[src/rtl/clk_edge_monitor.sv]
// ============================================================================
//  Module   : clk_edge_monitor
//  Purpose  : Multi-channel edge-rate monitor. Counts rising edges of NCH
//             asynchronous clock-like inputs over a programmable gate window
//             of system-clock cycles. Latches saturating counts, per-channel
//             overflow flags and an inclusive range check at window end.
//  Options  : CLKMON_CONT_EN - when defined, the continuous input restarts
//             the window automatically after every LATCH cycle.
//  Revision : 1.0 - initial release
// ============================================================================
`default_nettype none

module clk_edge_monitor #(
    parameter int NCH   = 4,
    parameter int CNT_W = 16,
    parameter int WIN_W = 16
) (
    input  logic                 clk,
    input  logic                 resetn,
    input  logic [NCH-1:0]       mon_in,
    input  logic [WIN_W-1:0]     win_len,
    input  logic                 start,
    input  logic                 continuous,
    input  logic [CNT_W-1:0]     lim_lo,
    input  logic [CNT_W-1:0]     lim_hi,
    output logic                 busy,
    output logic                 done,
    output logic [NCH*CNT_W-1:0] counts,
    output logic [NCH-1:0]       ovf,
    output logic [NCH-1:0]       in_range
);

    localparam logic [CNT_W-1:0] c_CNT_MAX = {CNT_W{1'b1}};
    localparam logic [CNT_W-1:0] c_CNT_ONE = CNT_W'(1);
    localparam logic [WIN_W-1:0] c_WIN_ONE = WIN_W'(1);
    localparam logic [WIN_W-1:0] c_WIN_ZERO = '0;

    typedef enum logic [1:0] {
        S_IDLE  = 2'd0,
        S_RUN   = 2'd1,
        S_LATCH = 2'd2
    } state_t;

    state_t             r_state;
    state_t             w_state_nxt;
    logic [WIN_W-1:0]   r_win;
    logic [WIN_W-1:0]   w_win_nxt;
    logic               w_load;      // start of a new window: clear live counters
    logic               w_latch;     // next cycle is LATCH: capture results now
    logic               w_count_en;
    logic               w_cont;

    logic [NCH-1:0]     r_sync1;
    logic [NCH-1:0]     r_sync2;
    logic [NCH-1:0]     r_edge;
    logic [NCH-1:0]     w_pulse;

    logic [CNT_W-1:0]   r_live     [NCH];
    logic [CNT_W-1:0]   w_live_nxt [NCH];
    logic [NCH-1:0]     r_lovf;
    logic [NCH-1:0]     w_lovf_nxt;
    logic [NCH-1:0]     w_inr;

    logic [NCH*CNT_W-1:0] r_counts;
    logic [NCH-1:0]       r_ovf;
    logic [NCH-1:0]       r_inr;

`ifdef CLKMON_CONT_EN
    assign w_cont = continuous;
`else
    // Port kept for a uniform pinout; single-shot builds never restart.
    logic w_unused_cont;
    assign w_unused_cont = continuous;
    assign w_cont        = 1'b0;
`endif

    // Two-flop synchronizer followed by an edge register per channel
    always_ff @(posedge clk or negedge resetn) begin
        if (!resetn) begin
            r_sync1 <= '0;
            r_sync2 <= '0;
            r_edge  <= '0;
        end else begin
            r_sync1 <= mon_in;
            r_sync2 <= r_sync1;
            r_edge  <= r_sync2;
        end
    end

    assign w_pulse    = r_sync2 & ~r_edge;
    assign w_count_en = (r_state == S_RUN);

    // State and window-counter register
    always_ff @(posedge clk or negedge resetn) begin
        if (!resetn) begin
            r_state <= S_IDLE;
            r_win   <= '0;
        end else begin
            r_state <= w_state_nxt;
            r_win   <= w_win_nxt;
        end
    end

    // Next-state logic: a zero-length window goes straight to LATCH
    always_comb begin
        w_state_nxt = r_state;
        w_win_nxt   = r_win;
        w_load      = 1'b0;
        w_latch     = 1'b0;
        case (r_state)
            S_IDLE: begin
                if (start) begin
                    w_load    = 1'b1;
                    w_win_nxt = win_len;
                    if (win_len == c_WIN_ZERO) begin
                        w_state_nxt = S_LATCH;
                        w_latch     = 1'b1;
                    end else begin
                        w_state_nxt = S_RUN;
                    end
                end
            end
            S_RUN: begin
                w_win_nxt = r_win - c_WIN_ONE;
                if (r_win <= c_WIN_ONE) begin
                    w_state_nxt = S_LATCH;
                    w_latch     = 1'b1;
                end
            end
            S_LATCH: begin
                if (w_cont) begin
                    w_load    = 1'b1;
                    w_win_nxt = win_len;
                    if (win_len == c_WIN_ZERO) begin
                        w_state_nxt = S_LATCH;
                        w_latch     = 1'b1;
                    end else begin
                        w_state_nxt = S_RUN;
                    end
                end else begin
                    w_state_nxt = S_IDLE;
                end
            end
            default: begin
                w_state_nxt = S_IDLE;
            end
        endcase
    end

    // Live counter update with saturation; range check on the saturated value
    always_comb begin
        for (int i = 0; i < NCH; i++) begin
            w_live_nxt[i] = r_live[i];
            w_lovf_nxt[i] = r_lovf[i];
            if (w_load) begin
                w_live_nxt[i] = '0;
                w_lovf_nxt[i] = 1'b0;
            end else if (w_count_en && w_pulse[i]) begin
                if (r_live[i] == c_CNT_MAX) begin
                    w_lovf_nxt[i] = 1'b1;
                end else begin
                    w_live_nxt[i] = r_live[i] + c_CNT_ONE;
                end
            end
            w_inr[i] = (lim_lo <= lim_hi) &&
                       (w_live_nxt[i] >= lim_lo) &&
                       (w_live_nxt[i] <= lim_hi);
        end
    end

    // Live counters and live overflow bits
    always_ff @(posedge clk or negedge resetn) begin
        if (!resetn) begin
            for (int i = 0; i < NCH; i++) begin
                r_live[i] <= '0;
            end
            r_lovf <= '0;
        end else begin
            for (int i = 0; i < NCH; i++) begin
                r_live[i] <= w_live_nxt[i];
            end
            r_lovf <= w_lovf_nxt;
        end
    end

    // Result registers capture the final live values on entry to LATCH
    always_ff @(posedge clk or negedge resetn) begin
        if (!resetn) begin
            r_counts <= '0;
            r_ovf    <= '0;
            r_inr    <= '0;
        end else if (w_latch) begin
            for (int i = 0; i < NCH; i++) begin
                r_counts[i*CNT_W +: CNT_W] <= w_live_nxt[i];
            end
            r_ovf <= w_lovf_nxt;
            r_inr <= w_inr;
        end
    end

    assign busy     = (r_state != S_IDLE);
    assign done     = (r_state == S_LATCH);
    assign counts   = r_counts;
    assign ovf      = r_ovf;
    assign in_range = r_inr;

endmodule

`default_nettype wire

[config.mk]
export PLATFORM = sky130hd
export DESIGN_NAME = clk_edge_monitor
export DESIGN_NICKNAME = d
export VERILOG_FILES = /design/src/rtl/clk_edge_monitor.sv
export SDC_FILE = /design/constraint.sdc
export NUM_CORES = 1
export LEC_CHECK = 0
export BUFFER_PORTS_ARGS = -buffer_cell sky130_fd_sc_hd__buf_4
export CAP_MARGIN = 20
export CORE_MARGIN = 2
export CORE_UTILIZATION = 40
export DETAILED_ROUTE_END_ITERATION = 6
export GPL_TIMING_DRIVEN = 0
export SLEW_MARGIN = 20
export SYNTH_ARGS = -nofsm -noshare
export SYNTH_HDL_FRONTEND = slang
export SYNTH_SLANG_ARGS = --single-unit
[constraint.sdc]
create_clock -name clk -period 4.4 [get_ports clk]
set_input_delay 0.66 -clock clk [delete_from_list [all_inputs] [get_ports clk]]
set_output_delay 0.66 -clock clk [all_outputs]
set_load 0.02 [all_outputs]
==> flow_summary.json, run 1 <==
{
  "worst_path_max_delay_cell": "clkbuf_1",
  "final_cells": 1603,
  "synth_flop_cell": "dfrtp_1",
  "maxClockFrequency_mhz": 242,
  "peakVddDrop_v": 0.000186,
  "pwr-share-comb": 0.258,
  "post-route-worst-setup-slack_ns": 0.275,
  "power.net_switching_mw": 1.57,
  "synth-seq-area-share": 0.397,
  "class_of_the_most_critical_hold_timing_path": "primary input to asynchronous set/reset pin",
  "worstPathCellList": "nand2b_1 -> nor2_4 -> clkbuf_1 -> clkbuf_1 -> nor2_1 -> ha_1 -> a21oi_1 -> a21oi_1 -> a2111oi_0 -> a22o_1 -> o31ai_1",
  "setup-violations-final": 0,
  "layout.cell_area.non_filler_sq_um": 12700,
  "die_area_sq_um": 28100,
  "finalClockSkew_ns": 0.00888,
  "worst-r2r-setup-slack_ns": 0.27,
  "kind_of_cell_with_the_highest_combined_delay_on_the_critical_path": "buffers and inverters",
  "cts_inserted_buffers": 17,
  "drive_gt1_frac": 0.163,
  "clkTransAtPathRegs_ns": 0.07,
  "synth_top_area_cell": "dfrtp_1",
  "final_period_minus_worst_setup_slack_ns": 4.13,
  "final_nets": 1461,
  "finalHoldWorstSlack_ns": 0.206,
  "antenna_left": 0,
  "status": "finished, final reports clean",
  "slew_headroom": 0.382,
  "final_min_period_over_clock_period": 0.938,
  "worst_r2r_endpoint": "in_range[0]",
  "placed_cells": 1571,
  "detail_route.wirelength_um": 31700,
  "maxCapViolations": 0,
  "syn_inst": 1107,
  "worst_skew_pair.late_latency_ns": 0.43,
  "cell_internal_pwr_mw": 3.07,
  "placementRows": 59,
  "syn-num-nets": 1313,
  "avgViaCountPerCell": 5.71,
  "insertedDiodeCount": 0,
  "critPathKind": "flip-flop to flip-flop",
  "rsz0062_at_grt": "no",
  "seq_power_share": 0.418,
  "drt-initial-drc-count": 525,
  "maximum_number_of_pins_on_one_net_before_global_route_repair": 97,
  "critPathRequiredTime_ns": 4.71,
  "worst_r2r_startpoint": "r_state[0]",
  "max-clock-path-buffers": 2,
  "ioPinCount": 130,
  "global_route.usage.met3": 0.0345,
  "syn2layout_area_growth_pct": 18.7,
  "post_synth_most_frequent_cells": "dfrtp_1, ha_1, nor2_1, nand2_1, a21oi_1",
  "max_slew.worst_pin.slew_ns": 0.927,
  "finish.utilization": 0.485,
  "cts_max_level": 4,
  "static-leakage-power_nw": 6.11,
  "start_util": 0.409,
  "postCtsSetupBuffers": 0,
  "track_usage": 0.229,
  "top_usage_layer": "met2",
  "critical_path_buf_inv_count": 2,
  "netlist-cell-type-count": 66,
  "timing.critical_path.from_type": "flip-flop",
  "mappedNetlistArea_sq_um": 10700,
  "global_route.usage.met2": 0.396,
  "placement.cell_area_sq_um": 12100,
  "reg2reg_depth": 11,
  "synth-edff-count": 0,
  "hold_viol": 0,
  "number_of_global_route_vias_before_repair": 8983,
  "ctsRootBufferMaster": "clkbuf_16",
  "cell_with_the_most_instances_after_synthesis": "dfrtp_1",
  "power_density_nw_per_um2": 365,
  "sink_count_of_the_clock_tree": 170,
  "critPathCaptureType": "flip-flop",
  "route.vias.total": 9160,
  "layout.filler_cells": 2458,
  "dpl.hpwl_um": 25000,
  "postSynthRegisterBits": 170,
  "worstPathArrival_ns": 4.43,
  "timing.final.max_slew_violations": 0,
  "die_h_um": 168,
  "totalPowerFinal_mw": 4.64,
  "clock_tree_from_tritoncts": "yes",
  "dp_worst_setup_slack_ns": -0.592,
  "use_met1": 0.289,
  "swShare": 0.339,
  "crit_fanout": 10,
  "synth.avg_cell_area_sq_um": 9.68,
  "detailedRoute.firstPassIterationCount": 5,
  "synth_async_sr_flop_share": 1.00,
  "drc_markers": 0,
  "numPortBuffers": 128,
  "synth_top_area_share": 0.397,
  "floorplan.die.width_um": 168,
  "totalNegativeSetupSlack_ns": 0,
  "power.share.clock": 0.324,
  "finalWeightedCongestion": 0.913,
  "yosysWarningCount": 0,
  "grt_overflow": 0,
  "antenna_found_initial": 0,
  "design.core.area_sq_um": 26200,
  "synth.area.top_cells": "dfrtp_1, ha_1, nor2_1, a21oi_1, nand4_1",
  "wire_length_of_the_first_global_routing_pass_um": 49200,
  "cpPeakStageDelay_ns": 0.64,
  "detail_route.wl_per_cell_um": 19.8
}
[power by group through the flow]
stage	sequential [mW]	clock (mW)	combinational (mW)
final	1.94	1.50	1.20
after global routing	1.96	1.59	1.38
after CTS	1.93	1.53	1.20
after global placement	1.96	0	1.15
after floorplan	1.94	0	0.788
after detailed placement	1.96	0	1.20
[kinds of logic after synthesis]
| group | after synthesis | synth area share |
|---|---|---|
| and+or+nand+nor | 382 | 0.178 |
| AOI/OAI and AO/OA | 236 | 0.140 |
| DFF | 170 | 0.397 |
| adders and majority gates | 150 | 0.175 |
| buffers and inverters | 84 | 0.0328 |
| xor gates and xnor gates | 43 | 0.0352 |
| muxes | 42 | 0.0424 |
[repair_timing]
action / 4_1_cts / 5_1_grt
pin swaps: 0 / 0
resized for setup: 2 / 1
setup endpoints to repair: 4 / 3
hold buffers: 0 / 0
[placed cells by master (no fill, tap or decap), types with 4 or more instances in the layout]
cell type	netlist	final
nor2_1	102	101
a21oi_1	70	70
a211oi_1	15	15
or2_2	7	7
xor2_1	23	23
ha_1	150	150
clkbuf_16	0	17
inv_1	51	51
mux2_1	9	9
mux2i_1	15	15
clkinv_2	1	4
clkbuf_1	20	20
o21ai_0	57	57
o211ai_1	6	6
nand2b_1	11	11
mux2_2	18	18
buf_4	1	128
xnor2_1	20	20
or3_1	4	4
o22a_1	10	10
nor2b_1	11	11
a21o_1	17	17
nor4_1	13	13
nand3_1	50	50
and4_1	6	6
dfrtp_1	170	170
buf_2	4	5
nand2_1	81	81
a31oi_1	11	11
o31ai_1	13	13
and3_1	14	14
nor3_1	22	22
nand4_1	50	50
[how the worst max path moves through the flow]
stage	start	end	slack, ns	cells after the start
2_1_floorplan	start	in_range[2]	1.34	11
3_3_place_gp	start	in_range[0]	-0.61	13
3_5_place_dp	start	in_range[0]	-0.59	13
4_1_cts	r_state[0]	in_range[0]	0.08	11
5_1_grt	r_state[0]	in_range[1]	0.005	12
6_report	r_state[0]	in_range[0]	0.27	11
[cell type report]
class,instances,area (sq um),area share
flip-flops and latches,170,4250,0.335
repair buffers,129,996,0.0783
plain buffers,32,156,0.0123
well taps,335,419,0.0330
multi-input cells,853,6110,0.481
inverters,52,196,0.0154
clock buffers,20,467,0.0367
clock inverters,12,115,0.00905
[per-layer routing]
layer / up-vias / wire (um)
met1: 4506 / 13900
met3: 47 / 1310
met4: 0 / 1060
li1: 4371 / -
met5: - / 0
met2: 236 / 15400
[registers in the layout, indices dropped and copies added, names as in the netlist]
register,cells
counts,64
in_range,4
ovf,4
r_edge,4
r_live,64
r_lovf,4
r_state,2
r_sync1,4
r_sync2,4
r_win,16
Note: power is estimated with default switching activity, not from simulation.
==> run 2: changes to the inputs <==
==> constraint.sdc (replaced) <==
create_clock -name clk -period 4.4 [get_ports clk]
set_input_delay 0.88 -clock clk [delete_from_list [all_inputs] [get_ports clk]]
set_output_delay 0.88 -clock clk [all_outputs]
set_load 0.02 [all_outputs]
==> flow_summary.json, run 2 (synthesis gave the netlist of run 1 again) <==
{
  "insertedDiodeCount": 0,
  "maxCapViolations": 0,
  "floorplan.die.width_um": 168,
  "final_period_minus_worst_setup_slack_ns": 4.20,
  "worst_r2r_endpoint": "in_range[0]",
  "hold_viol": 0,
  "reg2reg_depth": 11,
  "timing.final.max_slew_violations": 0,
  "critPathRequiredTime_ns": 4.71,
  "setup-violations-final": 0,
  "global_route.usage.met3": 0.0345,
  "ioPinCount": 130,
  "finalClockSkew_ns": 0.00757,
  "max_slew.worst_pin.slew_ns": 0.928,
  "rsz0062_at_grt": "no",
  "static-leakage-power_nw": 6.11,
  "most_frequent_cells_in_the_layout": "dfrtp_1, ha_1, buf_4",
  "critPathCaptureType": "flip-flop",
  "design.core.area_sq_um": 26200,
  "detailedRoute.firstPassIterationCount": 5,
  "route.vias.total": 9163,
  "maxClockFrequency_mhz": 238,
  "timing.critical_path.from_type": "primary input",
  "hold_path_depth": 0,
  "start_util": 0.409,
  "finalHoldWorstSlack_ns": 0.349,
  "startpoint": "start",
  "dpl.hpwl_um": 25000,
  "worstPathArrival_ns": 4.51,
  "worst_r2r_startpoint": "r_state[0]",
  "use_met1": 0.289,
  "finish.utilization": 0.485,
  "max-clock-path-buffers": 2,
  "final_cells": 1603,
  "numPortBuffers": 128,
  "totalNegativeSetupSlack_ns": 0,
  "layout_commonest_cell": "dfrtp_1",
  "die_h_um": 168,
  "clock_tree_from_tritoncts": "yes",
  "grt_overflow": 0,
  "slew_headroom": 0.381,
  "detail_route.wirelength_um": 31800,
  "peakVddDrop_v": 0.000187,
  "status": "finished, final reports clean",
  "sink_count_of_the_clock_tree": 170,
  "avgViaCountPerCell": 5.72,
  "antenna_left": 0,
  "post-route-worst-setup-slack_ns": 0.199,
  "holdPathEnd": "r_sync2[0]",
  "hold_path_startpoint": "r_sync1[0]",
  "wire_length_of_the_first_global_routing_pass_um": 49200,
  "clkTransAtPathRegs_ns": 0.07,
  "worst_skew_pair.late_latency_ns": 0.43,
  "crit_fanout": 10,
  "syn2layout_area_growth_pct": 18.7,
  "totalPowerFinal_mw": 4.64,
  "layout.cell_area.non_filler_sq_um": 12700,
  "ctsRootBufferMaster": "clkbuf_16",
  "top_usage_layer": "met2",
  "power_density_nw_per_um2": 365,
  "antenna_found_initial": 0,
  "class_of_the_most_critical_hold_timing_path": "flip-flop to flip-flop",
  "maximum_number_of_pins_on_one_net_before_global_route_repair": 97,
  "cts_inserted_buffers": 17,
  "global_route.usage.met2": 0.396,
  "die_area_sq_um": 28100,
  "final_min_period_over_clock_period": 0.955,
  "critPathKind": "primary input to flip-flop",
  "drc_markers": 0,
  "placement.cell_area_sq_um": 12100,
  "drive_gt1_frac": 0.164,
  "cts_max_level": 4,
  "placementRows": 59,
  "finalWeightedCongestion": 0.913,
  "number_of_global_route_vias_before_repair": 8983,
  "detail_route.wl_per_cell_um": 19.8,
  "drt-initial-drc-count": 542,
  "track_usage": 0.229,
  "placed_cells": 1571,
  "worst-r2r-setup-slack_ns": 0.25,
  "final_nets": 1461,
  "dp_worst_setup_slack_ns": -0.812
}
## run 2: cell count changes in the layout (fill, tap and decap cells not counted)
cell,previous run,this run
clkbuf_2,0,1
buf_1,3,2
## run 2: per-layer routing
metal / wire length, um / vias up
met2: 15400 / 241
met3: 1360 / 48
li1: - / 4372
met1: 13900 / 4502
met4: 1040 / 0
met5: 0 / -
## run 2: worst max-delay path, stage by stage
cell,delay (ns)
buf_4,0.12
nand2b_1,0.22
nor2_4,0.44
clkbuf_1,0.52
clkbuf_1,0.65
nor2_1,0.20
ha_1,0.36
a21oi_1,0.14
a21oi_1,0.08
a2111oi_0,0.57
a22o_1,0.24
o31ai_1,0.08
## run 2: final cells by class
cell class	instances	area [sq um]
Clock inverter	12	115
Clock buffer	20	467
Sequential cell	170	4250
Multi-Input combinational cell	853	6110
Inverter	52	196
Buffer	32	158
Fill cell	2457	13500
Tap cell	335	419
Timing Repair Buffer	129	996
## run 2: repair_timing
item	4_1_cts	5_1_grt
hold buffers	0	0
gates resized for setup	2	2
endpoints found under the setup margin	4	4
buffers inserted	0	0
## run 2: worst max-delay path by stage
stage | endpoint | slack, ns | cells after the start
6_report | in_range[0] | 0.20 | 12
5_1_grt | in_range[1] | 0.09 | 13
4_1_cts | in_range[0] | 0.05 | 12
3_5_place_dp | in_range[0] | -0.81 | 13
3_3_place_gp | in_range[0] | -0.83 | 13
2_1_floorplan | in_range[2] | 1.12 | 11
## run 2: power by group
part           switching, mW  total [mW]  internal [mW]
clock network          0.670        1.50          0.832
registers              0.194        1.94           1.75
logic                  0.707        1.20          0.491
